$ cat config.mk
export PLATFORM = sky130hd
export DESIGN_NAME = fwd_hazard_sched
export DESIGN_NICKNAME = d
export VERILOG_FILES = /design/src/rtl/fwd_hazard_sched.sv
export SDC_FILE = /design/constraint.sdc
export NUM_CORES = 1
export LEC_CHECK = 0
export ABC_AREA = 1
export ABC_CLOCK_PERIOD_IN_PS = 1920
export BUFFER_PORTS_ARGS = -buffer_cell sky130_fd_sc_hd__buf_2
export CAP_MARGIN = 0
export CORE_UTILIZATION = 55
export DETAILED_ROUTE_END_ITERATION = 16
export GPL_ROUTABILITY_DRIVEN = 0
export HOLD_SLACK_MARGIN = 0.1
export PLACE_DENSITY = 0.8
export SLEW_MARGIN = 10
export SYNTH_ARGS = -nofsm -noshare
export SYNTH_HDL_FRONTEND = slang
export SYNTH_SLANG_ARGS = --single-unit
$ cat constraint.sdc
create_clock -name clk -period 1.92 [get_ports clk]
set_input_delay 0.288 -clock clk [delete_from_list [all_inputs] [get_ports clk]]
set_output_delay 0.288 -clock clk [all_outputs]
set_load 0.02 [all_outputs]
$ cat src/rtl/fwd_hazard_sched.sv
// Pipeline hazard scheduler: tracks the EX/MEM/WB register usage and drives ALU operand
// forwarding selects, load-use and MDU stalls, and branch-flush bubbles.
module fwd_hazard_sched #(
    parameter int unsigned MDU_LAT = 8,
    parameter int unsigned CNT_W   = 4
) (
    input  logic       clk,
    input  logic       rst_n,
    input  logic [4:0] id_rs,
    input  logic [4:0] id_rt,
    input  logic       id_use_rs,
    input  logic       id_use_rt,
    input  logic [4:0] id_dst,
    input  logic       id_regwrite,
    input  logic       id_memread,
    input  logic       id_mdu_start,
    input  logic       id_mdu_read,
    input  logic       ex_flush,
    output logic [1:0] fwd_a_sel,
    output logic [1:0] fwd_b_sel,
    output logic       stall,
    output logic       idex_bubble,
    output logic       flush_ifid,
    output logic       mdu_busy
);

    typedef struct packed {
        logic       valid;
        logic [4:0] rs;
        logic [4:0] rt;
        logic       use_rs;
        logic       use_rt;
        logic [4:0] dst;
        logic       regwrite;
        logic       memread;
    } entry_t;

    localparam logic [1:0] SelRf  = 2'b00;
    localparam logic [1:0] SelMem = 2'b01;
    localparam logic [1:0] SelWb  = 2'b10;

    entry_t           ex_q, ex_d;
    entry_t           mem_q, mem_d;
    entry_t           wb_q, wb_d;
    logic [CNT_W-1:0] cnt_q, cnt_d;
    logic             lu;
    logic             mh;
    logic             mdu_accept;
    logic             unused_fields;

    // MEM beats WB; a zero source never matches, so $0 is never forwarded.
    function automatic logic [1:0] fwd_sel(input logic [4:0] src, input logic use_src,
                                           input entry_t mem, input entry_t wb);
        logic [1:0] sel;
        sel = SelRf;
        if (use_src && src != 5'd0) begin
            if (mem.regwrite && mem.dst == src) begin
                sel = SelMem;
            end else if (wb.regwrite && wb.dst == src) begin
                sel = SelWb;
            end
        end
        return sel;
    endfunction

    always_comb begin
        mdu_busy    = (cnt_q != '0);
        fwd_a_sel   = fwd_sel(ex_q.rs, ex_q.use_rs, mem_q, wb_q);
        fwd_b_sel   = fwd_sel(ex_q.rt, ex_q.use_rt, mem_q, wb_q);
        lu          = ex_q.memread & ex_q.regwrite & (ex_q.dst != 5'd0) &
                      (((ex_q.dst == id_rs) & id_use_rs) | ((ex_q.dst == id_rt) & id_use_rt));
        mh          = mdu_busy & (id_mdu_start | id_mdu_read);
        // A taken branch discards the ID instruction, so it must not also be held.
        stall       = (lu | mh) & ~ex_flush;
        idex_bubble = lu | mh | ex_flush;
        flush_ifid  = ex_flush;
    end

    always_comb begin
        ex_d = '0;
        if (!idex_bubble) begin
            ex_d.valid    = 1'b1;
            ex_d.rs       = id_rs;
            ex_d.rt       = id_rt;
            ex_d.use_rs   = id_use_rs;
            ex_d.use_rt   = id_use_rt;
            ex_d.dst      = id_dst;
            ex_d.regwrite = id_regwrite;
            ex_d.memread  = id_memread;
        end
        mem_d = ex_q;
        wb_d  = mem_q;

        mdu_accept = id_mdu_start & ~stall & ~ex_flush;
        cnt_d      = cnt_q;
        if (mdu_accept) begin
            cnt_d = CNT_W'(MDU_LAT);
        end else if (cnt_q != '0) begin
            cnt_d = cnt_q - CNT_W'(1);
        end
    end

    always_ff @(posedge clk or negedge rst_n) begin
        if (!rst_n) begin
            ex_q  <= '0;
            mem_q <= '0;
            wb_q  <= '0;
            cnt_q <= '0;
        end else begin
            ex_q  <= ex_d;
            mem_q <= mem_d;
            wb_q  <= wb_d;
            cnt_q <= cnt_d;
        end
    end

    // Entries carry the full record; only some fields feed decisions in later stages.
    assign unused_fields = ^{ex_q.valid, mem_q, wb_q};

endmodule
==> impl_metrics.env, run 1 <==
export IMPL_maxCapViolCount=0
export IMPL_pwr_share_seq_pct=44.6
export IMPL_p_leak_nw=1.20
export IMPL_drv_slew=0
export IMPL_skew_ns=0.00519
export IMPL_die_area_um2=3450
export IMPL_drtIter0Drc=41
export IMPL_yosysWarningCount=0
export IMPL_htreeDepth=2
export IMPL_synth_seq_cells=35
export IMPL_worstSetupPathType="register to primary output"
export IMPL_crit_required_ns=1.63
export IMPL_grt_pass1_wl_um=5260
export IMPL_crit_start="cnt_q[1]"
export IMPL_fin_nets=280
export IMPL_dp_hpwl_um=2440
export IMPL_vias=1386
export IMPL_end_kind="primary output"
export IMPL_status="finished with violations"
export IMPL_clk_latency_ns=0.33
export IMPL_stdcell_area_um2=2160
export IMPL_p_comb_share_pct=33.9
export IMPL_fin_crit_ns=1.95
export IMPL_diodes=0
export IMPL_syn_cell_area_um2=1770
export IMPL_coreArea_um2=3050
export IMPL_finalSetupViolations=2
export IMPL_final_cell_mix="nand2_1, inv_1, dfrtp_1"
export IMPL_startpoint_type="register"
export IMPL_hold_viol_final=0
export IMPL_drc_errors=0
export IMPL_final_period_utilization_pct=101
export IMPL_synth_nets=233
export IMPL_r2r_end="ex_q[11]"
export IMPL_syn_inst=207
export IMPL_postSynthAreaPerCell_um2=8.56
export IMPL_final_setup_worst_slack_ns=-0.0252
export IMPL_p_int_mw=1.39
export IMPL_holdCritPathClass="input pin to register"
export IMPL_io_pins=32
export IMPL_rows=20
export IMPL_antenna_found_initial=0
export IMPL_powerDensity_nw_per_um2=968
export IMPL_ir_drop_mv=0.563
export IMPL_grt_max_degree=36
export IMPL_crit_fanout=2
export IMPL_wl_per_cell_um=11.1
export IMPL_grt_overflow_total=0
export IMPL_start_util_pct=58.1
export IMPL_ant_nets=0
export IMPL_power_total_mw=2.09
export IMPL_ys_seq_area_share_pct=49.4
export IMPL_clock_fmax_mhz=514
export IMPL_worstMarginPinSlew_ns=0.739
export IMPL_timing_rr_start="cnt_q[1]"
export IMPL_worstRegToRegCells=11
export IMPL_arrival_ns=1.66
export IMPL_cts_sinks=35
export IMPL_synth_cell_types=24
export IMPL_switching_power_uw=701
export IMPL_r2r_setup_slack_ns=0.23
export IMPL_rsz0062_at_grt="true"
export IMPL_cts_tree="built"
export IMPL_crit_end="idex_bubble"
export IMPL_drive_above_1_share_pct=32.5
export IMPL_clk_pin_slew_ns=0.10
export IMPL_fp_dieW_um=58.8
export IMPL_areaGrowthSynthToFinish_pct=22.0
export IMPL_grt_pass1_vias=1261
export IMPL_portBuffers=31
export IMPL_post_drt_via_cell_ratio=4.64
export IMPL_pwr_share_clk_pct=21.5
export IMPL_track_usage_pct=21.6
export IMPL_final_common_cell="nand2_1"
export IMPL_dr_pass1_iters=4
export IMPL_clockBufferDepth=2
export IMPL_numCtsBuffers=5
export IMPL_failed_checks="setup timing"
export IMPL_power_switching_share_pct=33.5
export IMPL_place_area_um2=1970
export IMPL_cts_root_buf="clkbuf_4"
export IMPL_die_y_um=58.8
export IMPL_dpl_worst_slack_ns=0.190
export IMPL_finalWirelength_um=3310
export IMPL_max_slew_margin_rel_pct=50.8
synth_stat cells (all sizes together):
master	count	area share, %
nand4	5	1.8
a21boi	1	0.64
dfrtp	35	49
buf	3	1.7
nor4	2	0.71
xor2	8	4.0
o21ai	6	1.9
or2	1	0.35
a21oi	2	0.56
xnor2	9	4.4
nand3	7	2.0
o22ai	1	0.35
nor3	2	0.56
ha	2	1.4
nor2	35	11
and2	2	0.71
inv	42	8.9
nand2	44	9.6
timing repair:
item,CTS,global route
resized for setup,10,5
pin swaps,4,3
cloned,0,0
endpoints found under the setup margin,4,6
setup buffers,5,4
hold buffers,1,0
endpoints found under the hold margin,35,0
logic make-up (layout without fill, tap and decap cells):
family / after synthesis / after routing / share of synthesized area, %
xor+xnor: 17 / 17 / 8.40
simple gates: 98 / 98 / 26.7
buf+inv: 45 / 93 / 10.6
flops: 35 / 35 / 49.4
compound gates: 10 / 10 / 3.46
fa+ha+maj: 2 / 2 / 1.41
power groups by stage:
stage / Clock (mW) / Combinational, mW / Sequential [mW]
2_1_floorplan: 0 / 0.423 / 0.921
3_3_place_gp: 0 / 0.521 / 0.937
3_5_place_dp: 0 / 0.537 / 0.942
4_1_cts: 0.459 / 0.649 / 0.931
5_1_grt: 0.491 / 0.797 / 0.945
6_report: 0.450 / 0.710 / 0.935
per-layer routing:
metal  global-route usage [%]  up-vias  wire, um
met5                        0        -         0
met4                     11.6        0        67
met3                     4.84        7       144
met2                     35.7       39      1710
met1                     26.3      632      1380
li1                         -      708         -
state kept, by name (all words and copies together) (netlist names):
name / cells
cnt_q: 4
ex_q: 19
mem_q: 6
wb_q: 6
layout make-up:
cell class / count / area (um^2)
fillers: 255 / 890
flip-flops and latches: 35 / 876
multi-input cells: 127 / 744
repair buffers: 43 / 262
inverters: 42 / 158
clock buffers: 8 / 68.8
well taps: 44 / 55.1
worst min path at each step:
stage	startpoint	slack, ns	end	cells after the start
global placement	ex_q[1]	0.36	mem_q[1]	0
CTS	id_memread	0.15	ex_q[0]	3
detailed placement	ex_q[1]	0.37	mem_q[1]	0
finish	id_memread	0.16	ex_q[0]	3
floorplan	rst_n	-0.008	cnt_q[0]	0
global route	id_dst[1]	0.15	ex_q[3]	3
worst max-delay path: stages (launching register included):
cell      delay [ns]
dfrtp_1         0.41
inv_2           0.09
ha_4            0.14
nand2_4         0.05
nor2_4          0.10
inv_2           0.05
o21ai_2         0.05
a21boi_2        0.20
nand2_2         0.10
buf_6           0.14
metrics by stage:
stage / hold slack, ns / utilization [%] / TNS [ns] / instances
2_1_floorplan: -0.00759 / - / 0 / 207
3_3_place_gp: 0.360 / 64.5 / 0 / 281
3_5_place_dp: 0.365 / 64.5 / 0 / 281
4_1_cts: 0.147 / 69.5 / -0.0212 / 295
5_1_grt: 0.148 / 70.9 / -0.366 / 299
6_report: 0.161 / 70.9 / -0.0286 / 299
Power figures use the tool's default switching activity.
==> run 2: changes to the inputs <==
--- a/config.mk
+++ b/config.mk
@@ -6,14 +6,14 @@
 export NUM_CORES = 1
 export LEC_CHECK = 0
 export ABC_AREA = 1
-export ABC_CLOCK_PERIOD_IN_PS = 1920
+export ABC_CLOCK_PERIOD_IN_PS = 2500
 export BUFFER_PORTS_ARGS = -buffer_cell sky130_fd_sc_hd__buf_2
 export CAP_MARGIN = 0
-export CORE_UTILIZATION = 55
+export CORE_UTILIZATION = 59
 export DETAILED_ROUTE_END_ITERATION = 16
 export GPL_ROUTABILITY_DRIVEN = 0
 export HOLD_SLACK_MARGIN = 0.1
-export PLACE_DENSITY = 0.8
+export PLACE_DENSITY = 0.85
 export SLEW_MARGIN = 10
 export SYNTH_ARGS = -nofsm -noshare
 export SYNTH_HDL_FRONTEND = slang
==> constraint.sdc (replaced) <==
create_clock -name clk -period 2.5 [get_ports clk]
set_input_delay 0.375 -clock clk [delete_from_list [all_inputs] [get_ports clk]]
set_output_delay 0.375 -clock clk [all_outputs]
set_load 0.02 [all_outputs]
==> run 2 against run 1 <==
Effect of this change:
- the run ends with DRC left
- non-clock buffer count down 10
- clock skew up 0.0035 ns
- die area down 6.6%
- sequential cell count unchanged
- register-to-register slack better by 0.52 ns
- first-iteration DRC count down 27%
- worst hold slack better by 0.080 ns
- global-route usage up 0.27 points
- cell count down 7.7%
- via count down 7.1%
- wire length down 13%
- critical path type unchanged
- combinational power down 43%
==> impl_metrics.env, run 2 (synthesized netlist as in run 1, its figures left out) <==
export IMPL_fin_nets=270
export IMPL_finalSetupViolations=0
export IMPL_rsz0062_at_grt="false"
export IMPL_powerDensity_nw_per_um2=720
export IMPL_drv_slew=0
export IMPL_fin_cells=276
export IMPL_drive_above_1_share_pct=26.9
export IMPL_r2r_setup_slack_ns=0.75
export IMPL_met3_usage_pct=7.60
export IMPL_timing_rr_start="cnt_q[0]"
export IMPL_coreArea_um2=2810
export IMPL_min_path_cells=3
export IMPL_cts_root_buf="clkbuf_4"
export IMPL_reg_largest_list="ex_q: 19 flops, mem_q: 6 flops, wb_q: 6 flops"
export IMPL_clockBufferDepth=2
export IMPL_failed_checks="DRC"
export IMPL_numCtsBuffers=5
export IMPL_die_y_um=56.8
export IMPL_ir_drop_mv=0.538
export IMPL_crit_fanout=6
export IMPL_antenna_found_initial=0
export IMPL_worstSetupPathType="register to primary output"
export IMPL_grt_pass1_vias=1175
export IMPL_htreeDepth=2
export IMPL_clk_latency_ns=0.34
export IMPL_final_cell_mix="nand2_1, inv_1, dfrtp_1"
export IMPL_status="finished with violations"
export IMPL_start_util_pct=63.2
export IMPL_final_period_utilization_pct=87.5
export IMPL_dp_hpwl_um=2260
export IMPL_die_area_um2=3230
export IMPL_grt_busiest_layer="met2"
export IMPL_drc_errors=2
export IMPL_vias=1288
export IMPL_crit_required_ns=2.12
export IMPL_met2_usage_pct=33.2
export IMPL_worstMarginPinSlew_ns=0.734
export IMPL_cts_tree="built"
export IMPL_final_common_cell="nand2_1"
export IMPL_ant_nets=0
export IMPL_diodes=0
export IMPL_rows=19
export IMPL_holdCritPathClass="input pin to register"
export IMPL_clock_fmax_mhz=457
export IMPL_arrival_ns=1.81
export IMPL_max_slew_margin_rel_pct=51.1
export IMPL_wl_per_cell_um=10.4
export IMPL_cts_sinks=35
export IMPL_dr_pass1_iters=12
export IMPL_skew_ns=0.00872
export IMPL_largest_reg_flops=19
export IMPL_hold_viol_final=0
export IMPL_hp_start="id_regwrite"
export IMPL_final_setup_tns_ns=0
export IMPL_post_drt_via_cell_ratio=4.67
export IMPL_track_usage_pct=21.8
export IMPL_largest_register="ex_q"
export IMPL_hold_end="ex_q[1]"
export IMPL_grt_pass1_wl_um=5000
export IMPL_worstRegToRegCells=10
export IMPL_p_leak_nw=1.15
export IMPL_finalWirelength_um=2860
export IMPL_post_cts_resized=0
export IMPL_drtIter0Drc=30
export IMPL_end_kind="primary output"
export IMPL_grt_max_degree=36
export IMPL_grt_overflow_total=0
export IMPL_dp_cells=267
export IMPL_r2r_end="ex_q[15]"
export IMPL_io_pins=32
export IMPL_portBuffers=31
export IMPL_fin_crit_ns=2.19
export IMPL_startpoint_type="register"
export IMPL_grt_use_met1_pct=28.1
export IMPL_fp_dieW_um=56.8
export IMPL_areaGrowthSynthToFinish_pct=14.1
export IMPL_clk_pin_slew_ns=0.10
export IMPL_maxCapViolCount=0
[run 2: changes by cell type in the layout (fill, tap and decap cells not counted), moves of 2 or more]
cell    delta
buf_4     -13
buf_2      +4
inv_2      -3
nor4_2     -2
inv_1      +3
nor4_1     +2
[run 2: layout make-up]
cell class | count | area, um^2
flip-flops and latches | 35 | 876
fillers | 216 | 782
multi-input cells | 127 | 709
repair buffers | 33 | 173
inverters | 42 | 158
clock buffers | 8 | 68.8
well taps | 31 | 38.8
[run 2: how the worst max path moves through the flow]
stage          startpoint           to  slack [ns]  cells after the start
3_5_place_dp     cnt_q[0]  idex_bubble        0.67                      9
6_report         cnt_q[0]  idex_bubble        0.31                      9
5_1_grt          cnt_q[0]  idex_bubble        0.13                      9
2_1_floorplan    cnt_q[0]  idex_bubble        0.74                      9
4_1_cts          cnt_q[0]  idex_bubble        0.28                      9
3_3_place_gp     cnt_q[0]  idex_bubble        0.72                      9
[run 2: report_power, final]
group          internal (mW)  total (mW)  switching (mW)
Clock                  0.165       0.342           0.177
Sequential             0.646       0.710          0.0634
Combinational          0.168       0.405           0.237
Total                  0.980        1.46           0.477
[run 2: timing repair]
| item | in CTS | in global routing |
|---|---|---|
| hold buffers | 1 | 0 |
| hold endpoints to repair | 19 | 0 |
| setup buffers | 0 | 0 |
[run 2: metrics by stage]
stage	hold slack (ns)	cell area (um^2)	setup WS, ns	util [%]	power (mW)
after floorplan	0.0794	1770	0.744	-	1.03
after global placement	0.361	1940	0.716	69.3	1.12
after detailed placement	0.364	1940	0.672	69.3	1.13
after CTS	0.223	2020	0.280	72.1	1.48
after global routing	0.209	2020	0.127	72.1	1.57
final	0.241	2020	0.311	72.1	1.46
[run 2: worst max-delay path: stages (launching register included)]
cell and delay [ns]:
dfrtp_1 0.37, inv_1 0.12, ha_1 0.18, nand2_2 0.07, nor2_4 0.15, inv_2 0.05, o21ai_2 0.06, a21boi_2 0.20
nand2_2 0.11, buf_2 0.17
[run 2: routing by layer]
| metal | vias to the layer above | wire length (um) |
|---|---|---|
| met4 | 0 | 61 |
| met3 | 4 | 151 |
| met5 | - | 0 |
| met1 | 564 | 1280 |
| li1 | 689 | - |
| met2 | 31 | 1360 |
==> run 3: changes to the inputs <==
--- a/config.mk
+++ b/config.mk
@@ -8,12 +8,12 @@
 export ABC_AREA = 1
 export ABC_CLOCK_PERIOD_IN_PS = 2500
 export BUFFER_PORTS_ARGS = -buffer_cell sky130_fd_sc_hd__buf_2
-export CAP_MARGIN = 0
-export CORE_UTILIZATION = 59
+export CAP_MARGIN = 20
+export CORE_UTILIZATION = 50
 export DETAILED_ROUTE_END_ITERATION = 16
 export GPL_ROUTABILITY_DRIVEN = 0
 export HOLD_SLACK_MARGIN = 0.1
-export PLACE_DENSITY = 0.85
+export PLACE_DENSITY = 0.74
 export SLEW_MARGIN = 10
 export SYNTH_ARGS = -nofsm -noshare
 export SYNTH_HDL_FRONTEND = slang
==> run 3 against run 2 <==
Effect of this change:
- the run now ends clean
- first-iteration DRC count fell by 27%
- via count rose by 0.78%
- fmax rose by 0.51%
- worst hold slack got worse by 0.16 ns
- final area fell by 0.37%
- count of clock-buffer cells in the layout fell by 3
- die area rose by 17%
- clock power fell by 14%
- cell count rose by 5.1%
- critical path type unchanged
- largest cell class unchanged
- largest power group unchanged
- highest routed layer unchanged
==> impl_metrics.env, run 3 (synthesized netlist as in run 1, its figures left out) <==
export IMPL_htreeDepth=2
export IMPL_worstMarginPinSlew_ns=0.734
export IMPL_arrival_ns=1.80
export IMPL_fp_dieW_um=61.5
export IMPL_io_pins=32
export IMPL_coreArea_um2=3360
export IMPL_grt_pass1_wl_um=4910
export IMPL_skew_ns=0.00690
export IMPL_numCtsBuffers=5
export IMPL_max_slew_margin_rel_pct=51.1
export IMPL_powerDensity_nw_per_um2=699
export IMPL_nFillCells=323
export IMPL_post_cts_resized=0
export IMPL_cts_root_buf="clkbuf_4"
export IMPL_dpl_worst_slack_ns=0.690
export IMPL_end_kind="primary output"
export IMPL_slowest_stage="dfrtp_1"
export IMPL_areaGrowthSynthToFinish_pct=13.7
export IMPL_ant_nets=0
export IMPL_dr_pass1_iters=4
export IMPL_die_y_um=61.5
export IMPL_finalSetupViolations=0
export IMPL_power_total_mw=1.41
export IMPL_rsz0062_at_grt="false"
export IMPL_final_period_utilization_pct=87.1
export IMPL_final_common_cell="nand2_1"
export IMPL_rows=21
export IMPL_maxCapViolCount=0
export IMPL_status="finished, final reports clean"
export IMPL_drtIter0Drc=22
export IMPL_antenna_found_initial=0
export IMPL_post_cts_setup_buffers=0
export IMPL_grt_overflow_total=0
export IMPL_fin_crit_ns=2.18
export IMPL_startpoint_type="register"
export IMPL_cts_tree="built"
export IMPL_clk_pin_slew_ns=0.11
export IMPL_drv_slew=0
export IMPL_p_leak_nw=1.14
export IMPL_clockBufferDepth=2
export IMPL_fin_util_pct=59.9
export IMPL_post_drt_via_cell_ratio=4.48
export IMPL_reg_largest_list="ex_q: 19 flops, mem_q: 6 flops, wb_q: 6 flops"
export IMPL_track_usage_pct=18.8
export IMPL_drc_errors=0
export IMPL_grt_pass1_vias=1172
export IMPL_clock_fmax_mhz=459
export IMPL_holdCritPathClass="input pin to asynchronous set/reset pin"
export IMPL_crit_required_ns=2.12
export IMPL_clk_latency_ns=0.34
export IMPL_fin_nets=269
export IMPL_cts_sinks=35
export IMPL_finalWirelength_um=2970
export IMPL_wl_per_cell_um=10.2
export IMPL_cp_common_cell="nand2_2"
export IMPL_start_util_pct=52.7
export IMPL_dp_hpwl_um=2360
export IMPL_cts_hold_buf=0
export IMPL_path_buf_inv=3
export IMPL_vias=1298
export IMPL_hold_viol_final=0
export IMPL_diodes=0
export IMPL_largest_reg_flops=19
export IMPL_largest_register="ex_q"
export IMPL_final_setup_tns_ns=0
export IMPL_crit_chain="inv_1 > ha_1 > nand2_2 > nor2_4 > inv_2 > o21ai_2 > a21boi_2 > nand2_2 > buf_2"
export IMPL_grt_max_degree=36
export IMPL_final_setup_worst_slack_ns=0.323
export IMPL_worstSetupPathType="register to primary output"
export IMPL_final_cell_mix="nand2_1, inv_1, dfrtp_1"
export IMPL_crit_fanout=6
export IMPL_drive_above_1_share_pct=27.5
export IMPL_portBuffers=31
export IMPL_worst_path_largest_cell_delay_ns=0.37
export IMPL_die_area_um2=3790
export IMPL_ir_drop_mv=0.401
export IMPL_critPathTopFamily="flip-flops"
==> run 3: changes by cell type in the layout (fill, tap and decap cells not counted), sizes merged <==
| cell | previous run | this run |
|---|---|---|
| dlygate4sd3 | 1 | 0 |
| clkbuf | 8 | 5 |
| clkinv | 0 | 3 |
==> run 3: worst paths after layout <==
path	from	to	slack, ns	cells after the start
max	cnt_q[0]	idex_bubble	0.32	9
max reg2reg	cnt_q[0]	ex_q[10]	0.75	10
min in group clk	id_dst[1]	ex_q[3]	0.24	3
min reg2reg	ex_q[1]	mem_q[1]	0.39	0
min	rst_n	cnt_q[3]	0.08	1
max in group asynchronous	rst_n	wb_q[3]	1.95	1
==> run 3: cell type report <==
cell class / count / area, um^2 / share of cell area [%]
clock inverters: 3 / 15.0 / 0.745
clock buffers: 5 / 37.5 / 1.86
well taps: 46 / 57.6 / 2.86
inverters: 42 / 158 / 7.82
multi-input cells: 127 / 709 / 35.2
flip-flops and latches: 35 / 876 / 43.5
repair buffers: 32 / 163 / 8.07
==> run 3: routing by layer <==
metal / up-vias / part of all wire (%) / GRT usage (%)
li1: 689 / - / -
met1: 570 / 44 / 23.2
met2: 32 / 49 / 30.9
met3: 7 / 4.9 / 5.04
met4: 0 / 2.1 / 8.57
met5: - / 0 / 0
==> run 3: through the flow <==
step	instance area (um^2)	hold slack (ns)	std cells
2_1_floorplan	1770	0.0794	207
3_3_place_gp	1960	0.359	282
3_5_place_dp	1960	0.372	282
4_1_cts	2020	0.107	290
5_1_grt	2020	0.137	290
6_report	2020	0.0786	290
==> run 3: power breakdown <==
part | total, mW | internal [mW] | switching (mW)
Sequential | 0.711 | 0.646 | 0.0643
Clock | 0.295 | 0.105 | 0.190
Combinational | 0.404 | 0.167 | 0.237
Total | 1.41 | 0.918 | 0.491
